`src/rtl/atm_controller.sv`:
```
// ATM engine: authenticates acct/PIN, then runs balance/withdraw/deposit/PIN-change on a small account table.
// Latency 4 posedges per transaction; no backpressure, host holds inputs stable for the whole transaction.
module atm_controller #(
    parameter int NUM_ACCTS = 10,
    parameter int BAL_W     = 32,
    parameter int PIN_W     = 16
) (
    input  logic             clk,
    input  logic             rst,
    input  logic [2:0]       operation,
    input  logic [3:0]       acc_num,
    input  logic [PIN_W-1:0] pin,
    input  logic [PIN_W-1:0] newPin,
    input  logic [BAL_W-1:0] amount,
    input  logic             language,
    output logic [BAL_W-1:0] balance,
    output logic             success,
    output logic [2:0]       state
);
    typedef enum logic [2:0] {
        ACC_CHECK = 3'd0,
        PIN_CHECK = 3'd1,
        MENU      = 3'd2,
        BAL_OP    = 3'd3,
        WDR_OP    = 3'd4,
        DEP_OP    = 3'd5,
        CHG_OP    = 3'd6,
        IDLE      = 3'd7
    } state_t;

    localparam int         IDX_W   = (NUM_ACCTS > 1) ? $clog2(NUM_ACCTS) : 1;
    localparam logic [3:0] MAX_ACC = 4'(NUM_ACCTS);

    function automatic logic [PIN_W-1:0] default_pin(input int k);
        case (k)
            0:       default_pin = PIN_W'(1234);
            1:       default_pin = PIN_W'(2345);
            2:       default_pin = PIN_W'(3456);
            3:       default_pin = PIN_W'(4567);
            4:       default_pin = PIN_W'(5678);
            5:       default_pin = PIN_W'(6789);
            6:       default_pin = PIN_W'(7890);
            7:       default_pin = PIN_W'(8901);
            8:       default_pin = PIN_W'(9012);
            9:       default_pin = PIN_W'(7123);
            default: default_pin = '0;
        endcase
    endfunction

    state_t           state_q, state_d;
    logic [BAL_W-1:0] balance_q, balance_d;
    logic             success_q, success_d;
    logic [PIN_W-1:0] pin_q [NUM_ACCTS];
    logic [PIN_W-1:0] pin_d [NUM_ACCTS];
    logic [BAL_W-1:0] bal_q [NUM_ACCTS];
    logic [BAL_W-1:0] bal_d [NUM_ACCTS];

    logic             acct_ok;
    logic [IDX_W-1:0] acct_idx;
    logic [BAL_W-1:0] cur_bal;
    logic [PIN_W-1:0] cur_pin;
    logic [BAL_W:0]   dep_sum;
    logic             unused_lang;

    // Display language is host-side text only; it never affects the datapath.
    assign unused_lang = language;

    assign acct_ok  = (acc_num != 4'd0) && (acc_num <= MAX_ACC);
    assign acct_idx = IDX_W'(acc_num - 4'd1);
    assign cur_bal  = acct_ok ? bal_q[acct_idx] : '0;
    assign cur_pin  = acct_ok ? pin_q[acct_idx] : '0;
    assign dep_sum  = {1'b0, cur_bal} + {1'b0, amount};

    always_comb begin
        state_d   = state_q;
        balance_d = balance_q;
        success_d = success_q;
        pin_d     = pin_q;
        bal_d     = bal_q;
        case (state_q)
            IDLE: state_d = ACC_CHECK;
            ACC_CHECK: begin
                if (acct_ok) begin
                    state_d = PIN_CHECK;
                end else begin
                    success_d = 1'b0;
                    balance_d = '0;
                end
            end
            PIN_CHECK: begin
                if (acct_ok && (pin == cur_pin)) begin
                    state_d = MENU;
                end else begin
                    state_d   = ACC_CHECK;
                    success_d = 1'b0;
                    balance_d = '0;
                end
            end
            MENU: begin
                state_d   = ACC_CHECK;
                success_d = 1'b0;
                // acct_ok is re-qualified here so a host changing acc_num mid-flight cannot write out of range.
                if (acct_ok) begin
                    case (operation)
                        3'd3: begin
                            state_d   = BAL_OP;
                            balance_d = cur_bal;
                            success_d = 1'b1;
                        end
                        3'd4: begin
                            state_d   = WDR_OP;
                            balance_d = cur_bal;
                            if (amount <= cur_bal) begin
                                bal_d[acct_idx] = cur_bal - amount;
                                balance_d       = cur_bal - amount;
                                success_d       = 1'b1;
                            end
                        end
                        3'd5: begin
                            state_d   = DEP_OP;
                            balance_d = cur_bal;
                            if (!dep_sum[BAL_W]) begin
                                bal_d[acct_idx] = dep_sum[BAL_W-1:0];
                                balance_d       = dep_sum[BAL_W-1:0];
                                success_d       = 1'b1;
                            end
                        end
                        3'd6: begin
                            state_d   = CHG_OP;
                            balance_d = cur_bal;
                            if (newPin != cur_pin) begin
                                pin_d[acct_idx] = newPin;
                                success_d       = 1'b1;
                            end
                        end
                        default: state_d = ACC_CHECK;
                    endcase
                end
            end
            BAL_OP, WDR_OP, DEP_OP, CHG_OP: state_d = ACC_CHECK;
            default: state_d = IDLE;
        endcase
    end

    always_ff @(posedge clk or posedge rst) begin
        if (rst) begin
            state_q   <= IDLE;
            balance_q <= '0;
            success_q <= 1'b0;
            for (int i = 0; i < NUM_ACCTS; i++) begin
                pin_q[i] <= default_pin(i);
                bal_q[i] <= BAL_W'(1000 * (i + 1));
            end
        end else begin
            state_q   <= state_d;
            balance_q <= balance_d;
            success_q <= success_d;
            pin_q     <= pin_d;
            bal_q     <= bal_d;
        end
    end

    assign balance = balance_q;
    assign success = success_q;
    assign state   = state_q;
endmodule

```
`config.mk`:
```
export PLATFORM = sky130hd
export DESIGN_NAME = atm_controller
export DESIGN_NICKNAME = d
export VERILOG_FILES = /design/src/rtl/atm_controller.sv
export SDC_FILE = /design/constraint.sdc
export NUM_CORES = 1
export LEC_CHECK = 0
export ABC_CLOCK_PERIOD_IN_PS = 21900
export CAP_MARGIN = 20
export CORE_AREA = 4 4 334 204
export CTS_CLUSTER_SIZE = 10
export DETAILED_ROUTE_END_ITERATION = 8
export DIE_AREA = 0 0 338 208
export PLACE_DENSITY = 0.73
export SYNTH_ARGS = -nofsm -noshare
export SYNTH_HDL_FRONTEND = slang
export SYNTH_SLANG_ARGS = --single-unit
```
`constraint.sdc`:
```
create_clock -name clk -period 21.9 [get_ports clk]
set_clock_uncertainty 0.15 [all_clocks]
set_input_delay 2.19 -clock clk [delete_from_list [all_inputs] [get_ports clk]]
set_output_delay 2.19 -clock clk [all_outputs]
set_load 0.03 [all_outputs]
```
==> results.yml, run 1 <==
floorplanning:
  dieArea_um2: 70300
  io_pins: 110
  die_h_um: 208
  core.rowCount: 73
  die_x_um: 338
  coreArea_um2: 65500
  initial_core_util: 0.444
sta:
  hold_viol_final: 0
  fmax_ghz: 0.100
  maxSlewViolCount: 0
  timing.hold.ws_ns: 0.335
  maxSlewHeadroom: 0.208
  finalCritPeriodShare: 0.457
  grt_setup_unrepaired: "false"
  finalCriticalPeriod_ns: 10.00
  setup_viol: 0
  tns_ns: 0
  worst_pin_slew_ns: 1.16
synth:
  async_flop_share: 1.00
  yosys_most_used_dff: "dfrtp_1"
  ys_top_cells_by_area: "dfrtp_1 (33%), mux2_2 (15%), dfstp_2 (11%)"
  netlist_instances: 2447
  syn-num-nets: 2592
  synth.distinct_cells: 88
  synth_edf_count: 0
  synth_top_cell_area_share: 0.335
  yosys_warnings: 0
  syn_area_um2: 29100
  ys_seq_area_frac: 0.449
  ys_ff_latch: 516
  yosys.area.top_type: "dfrtp_1"
  avgSynthCellArea_um2: 11.9
critical_path:
  crit_chain: "clkbuf_8 > inv_1 > ha_4 > inv_1 > a2111o_1 > nand2_1 > nand2_1 > a31oi_1 > ha_1 > inv_1 > nand3_1 > a21o_1 > a221o_1 > a21oi_1 > a21o_1 > nor2_1 > nor2_1 > a222oi_1 > o2bb2ai_1"
  crit_path_end_kind: "flop"
  path_buf_inv: 4
  critical_path.top_delay_family: "compound AO/OA/AOI/OAI gates"
  crit_fanout: 51
  crit_slowest_cell: "nor2_1"
  critPathKind: "input pin to flop"
  r2r_start: "bal_q[305]"
  cp-start-kind: "input pin"
  crit_start: "acc_num[0]"
  crit_required_ns: 22.27
  cp_common_cell: "inv_1"
  slowest_delay_ns: 0.91
  arrival_ns: 10.38
clock_network:
  cts_hold_buf: 0
  clockBufferDepth: 3
  clkTransAtPathRegs_ns: 0.06
  cts_buffers: 59
  cts.sinks: 516
  post_cts_resize_count: 0
  cts-root-buf: "clkbuf_16"
  clock_latency_ns: 0.65
  cts_setup_buffers: 0
  cts_max_level: 2
  cts_tree: "done"
finish:
  nNetsFinal: 2644
  fin_util: 0.501
  drive_gt1_frac: 0.296
  final_cells: 3412
  layout_commonest_cell: "dfrtp_1"
  final_cell_mix: "dfrtp_1 (389), mux2_2 (375), a21oi_1 (153)"
  area_growth_syn_to_layout_pct: 12.7
  final_area_um2: 32800
grt:
  global_route.usage.total: 0.239
  antenna_found_initial: 4
  grt_pass1_vias: 21222
  grt_max_degree: 192
  grt_first_pass_wirelength_um: 130000
  grt_overflow: 0
routing:
  firstDrtPassIters: 5
  ant_nets: 0
  vias: 21021
  avgRoutedWirePerCell_um: 25.0
  vias_per_cell: 6.16
  drt_iter0_markers: 2024
  wl_um: 85200
  drc: 0
placed_design:
  place_congestion: 0.927
  dpl.hpwl_um: 56900
  dp_cells: 3291
  dpl_cell_area_um2: 30900
  port_buffers: 108
min_path:
  hp-class: "flop to flop"
  min_from: "pin_q[56]"
run:
  maxCapViolations: 0
pwr:
  total_leakage_power_uw: 0.0150
  vdd_drop_max_v: 0.0000711
  powerDensity_nw_per_um2: 62.9
outcome:
  run_status: "finished clean"
[Yosys cell counts, types with 10 or more instances]
master	instances
a221oi_1	13
and3_1	13
o221ai_1	11
mux2i_1	67
o211ai_1	11
a22oi_1	22
buf_2	62
xnor2_1	67
nor2b_1	14
o31ai_1	10
a21o_1	15
o21ai_0	89
a31oi_1	11
ha_1	69
a21oi_1	153
o21a_1	10
nand3_1	18
nand2b_1	19
clkbuf_1	83
buf_1	11
o2bb2ai_1	16
a22o_1	13
mux2_2	375
dfrtp_1	389
a211oi_1	12
nor3_1	27
dfstp_2	127
a32o_1	10
nand2_1	121
xor2_1	19
nor2_1	126
mux4_2	94
mux2_1	93
o21bai_1	15
inv_1	88
[report_power, final]
part           switching, µW  internal (µW)
combinational            130           53.5
sequential             0.435            956
clock                    396            525
total                    527           1530
[area by class of cell]
class                   instances  area, µm²
well taps                     862       1080
multi-input cells            1681      15000
diodes                          2       5.00
fillers                      5497      32700
repair buffers                153       1450
clock buffers                 102       1660
clock inverters                 8        133
inverters                      88        338
flip-flops and latches        516      13100
[per-stage QoR]
step	power, µW	worst slack, ns
2_1_floorplan	1080	5.36
3_3_place_gp	1140	11.68
3_5_place_dp	1150	11.61
4_1_cts	2070	12.24
5_1_grt	2130	11.79
6_report	2060	11.90
[routing by layer]
layer | track usage | vias to the layer above | wire length, µm
met5 | 0 | - | 12
met4 | 0.0641 | 2 | 2030
met3 | 0.0798 | 150 | 9280
met2 | 0.340 | 913 | 35900
met1 | 0.351 | 10822 | 38000
li1 | - | 9134 | -
[worst paths after layout]
path | depth (start not counted) | slack (ns) | end
setup / recovery | 19 | 11.90 | balance[28]
hold / removal | 1 | 0.34 | pin_q[56]
setup reg to reg | 17 | 15.16 | balance[28]
hold reg to reg | 1 | 0.34 | pin_q[56]
max in group asynchronous | 4 | 17.45 | bal_q[67]
min in group asynchronous | 2 | 2.02 | pin_q[33]
[flip-flops by register name (all words and copies together), names as in the netlist]
signal / count
bal_q: 320
success: 1
state: 3
balance: 32
pin_q: 160
[logic make-up (layout without fill, tap and decap cells)]
group / Yosys count / in the layout / share of synthesized area
muxes: 629 / 629 / 0.277
DFF: 516 / 516 / 0.449
buffers and inverters: 250 / 351 / 0.0361
AOI/OAI and AO/OA: 483 / 483 / 0.110
xor gates and xnor gates: 86 / 86 / 0.0259
and+or+nand+nor: 412 / 412 / 0.0704
other: 0 / 2 / 0
adders and majority gates: 71 / 71 / 0.0311
No activity file was read; power rests on OpenSTA's default activity.
==> run 2, diff against run 1 <==
- ABC_CLOCK_PERIOD_IN_PS: 21900 -> 9200
- PLACE_DENSITY: 0.73 -> 0.75
- clock period: 21.9 -> 9.2 ns (I/O delays scaled with it)
==> run 2 against run 1 <==
Sequential power is 140% higher. Count of clock-buffer cells in the layout up 2. Utilization increased by 0.44 points. Sequential share of layout area fell by 0.35 points. First-iteration DRC count grew 17%. Global-route usage up 0.67 points. Routed wire length increased by 2.8%. Final area grew 0.88%. Power rose by 140%. Non-clock buffer count rose by 35. Cell count up 0.97%. Combinational power increased by 150%. Critical path type unchanged. Largest power group unchanged.
==> results.yml, run 2 (same netlist as run 1, synthesis figures left out) <==
outcome:
  run_status: "finished clean"
clock_network:
  clkTransAtPathRegs_ns: 0.06
  cts_hold_buf: 0
  cts-root-buf: "clkbuf_16"
  clockBufferDepth: 3
  clock_latency_ns: 0.65
  cts.sinks: 516
  post_cts_resize_count: 0
  cts_buffers: 58
  cts_tree: "done"
  cts_max_level: 2
  cts_setup_buffers: 0
finish:
  drive_gt1_frac: 0.304
  area_growth_syn_to_layout_pct: 13.7
  fill_cells: 5497
  largest_reg_flops: 320
  largest_register: "bal_q"
  nNetsFinal: 2678
  final_cell_mix: "dfrtp_1 (389), mux2_2 (375), a21oi_1 (153)"
  final_cells: 3445
  fin_util: 0.505
  layout_commonest_cell: "dfrtp_1"
sta:
  worst_pin_slew_ns: 1.06
  grt_setup_unrepaired: "false"
  maxSlewViolCount: 0
  finalCriticalPeriod_ns: 7.69
  finalCritPeriodShare: 0.836
  fmax_ghz: 0.130
  maxSlewHeadroom: 0.292
  setup_viol: 0
  tns_ns: 0
  hold_viol_final: 0
pwr:
  vdd_drop_max_v: 0.000146
  powerDensity_nw_per_um2: 148
  total_leakage_power_uw: 0.0151
grt:
  grt_overflow: 0
  grt_first_pass_wirelength_um: 134000
  global_route.usage.total: 0.246
  grt_pass1_vias: 21796
  grt_max_degree: 173
  use_met3: 0.0745
  antenna_found_initial: 2
  grt.busiest_layer: "met1"
  gr-usage-met1: 0.361
  use_met2: 0.353
min_path:
  hp-class: "flop to flop"
  min_from: "bal_q[288]"
  whs_path_depth: 2
  hold_end: "bal_q[288]"
placed_design:
  dpl.hpwl_um: 59100
  port_buffers: 108
  dp_cells: 3325
  place_congestion: 0.953
routing:
  drt_iter0_markers: 2360
  vias: 21485
  avgRoutedWirePerCell_um: 25.4
  drc: 0
  vias_per_cell: 6.24
  wl_um: 87600
  firstDrtPassIters: 6
  ant_nets: 0
critical_path:
  reg2reg_slack_ns: 3.45
  r2r-end: "bal_q[185]"
  crit_path_end_kind: "flop"
  critPathKind: "input pin to flop"
  ff2ff_path_depth: 17
  r2r_start: "bal_q[261]"
  crit_fanout: 22
  crit_required_ns: 9.55
  cp-start-kind: "input pin"
  arrival_ns: 8.05
floorplanning:
  coreArea_um2: 65500
  core.rowCount: 73
  die_x_um: 338
  initial_core_util: 0.444
  dieArea_um2: 70300
  die_h_um: 208
  io_pins: 110
run:
  maxCapViolations: 0
[run 2: cell type report]
| cell class | count | area (µm²) | share of cell area |
|---|---|---|---|
| Clock inverter | 5 | 92.6 | 0.00280 |
| Antenna cell | 1 | 2.50 | 0.0000757 |
| Clock buffer | 104 | 1640 | 0.0497 |
| Tap cell | 862 | 1080 | 0.0326 |
| Timing Repair Buffer | 188 | 1800 | 0.0544 |
| Sequential cell | 516 | 13100 | 0.395 |
| Multi-Input combinational cell | 1681 | 15000 | 0.455 |
| Inverter | 88 | 334 | 0.0101 |
[run 2: worst max-delay path, stage by stage]
cell and delay (ns):
clkdlybuf4s50_1 0.61, inv_1 0.15, ha_4 0.57, inv_1 0.17, a2111oi_2 0.49, nor2_2 0.24, buf_8 0.22, o21ai_0 0.24
a21oi_1 0.08, nor2_1 0.42, ha_1 0.42, inv_1 0.17, a221oi_1 0.52, a21o_1 0.28, a221o_1 0.20, a21oi_1 0.08
buf_4 0.17, a21o_1 0.25, mux2_2 0.30, nor2_1 0.26, and3_1 0.84, mux2_2 0.42
[run 2: worst max-delay path by stage]
stage	endpoint	startpoint	depth (start not counted)
after global routing	bal_q[144]	acc_num[1]	21
final	bal_q[185]	acc_num[1]	22
after floorplan	bal_q[0]	rst	1
after global placement	balance[22]	acc_num[1]	22
after detailed placement	bal_q[141]	acc_num[1]	21
after CTS	balance[22]	acc_num[1]	23
[run 2: per-stage QoR]
stage	hold WS (ns)	total power, µW	worst slack, ns	area (µm²)
6_report	0.332	4880	1.51	33100
5_1_grt	0.344	5050	1.19	33100
4_1_cts	0.331	4890	1.53	33000
3_5_place_dp	0.319	2750	0.881	31200
3_3_place_gp	0.308	2730	0.937	31200
2_1_floorplan	0.295	2580	1.23	29100
[run 2: where the power goes]
part / switching, µW / internal [µW] / leakage [µW]
clock: 945 / 1210 / 0.000818
sequential: 1.19 / 2270 / 0.00673
combinational: 315 / 137 / 0.00760
total: 1260 / 3620 / 0.0151
[run 2: layer usage]
| metal | wire [µm] | up-vias |
|---|---|---|
| li1 | - | 9184 |
| met1 | 38300 | 11059 |
| met2 | 37900 | 1106 |
| met3 | 9650 | 136 |
| met4 | 1770 | 0 |
| met5 | 0 | - |
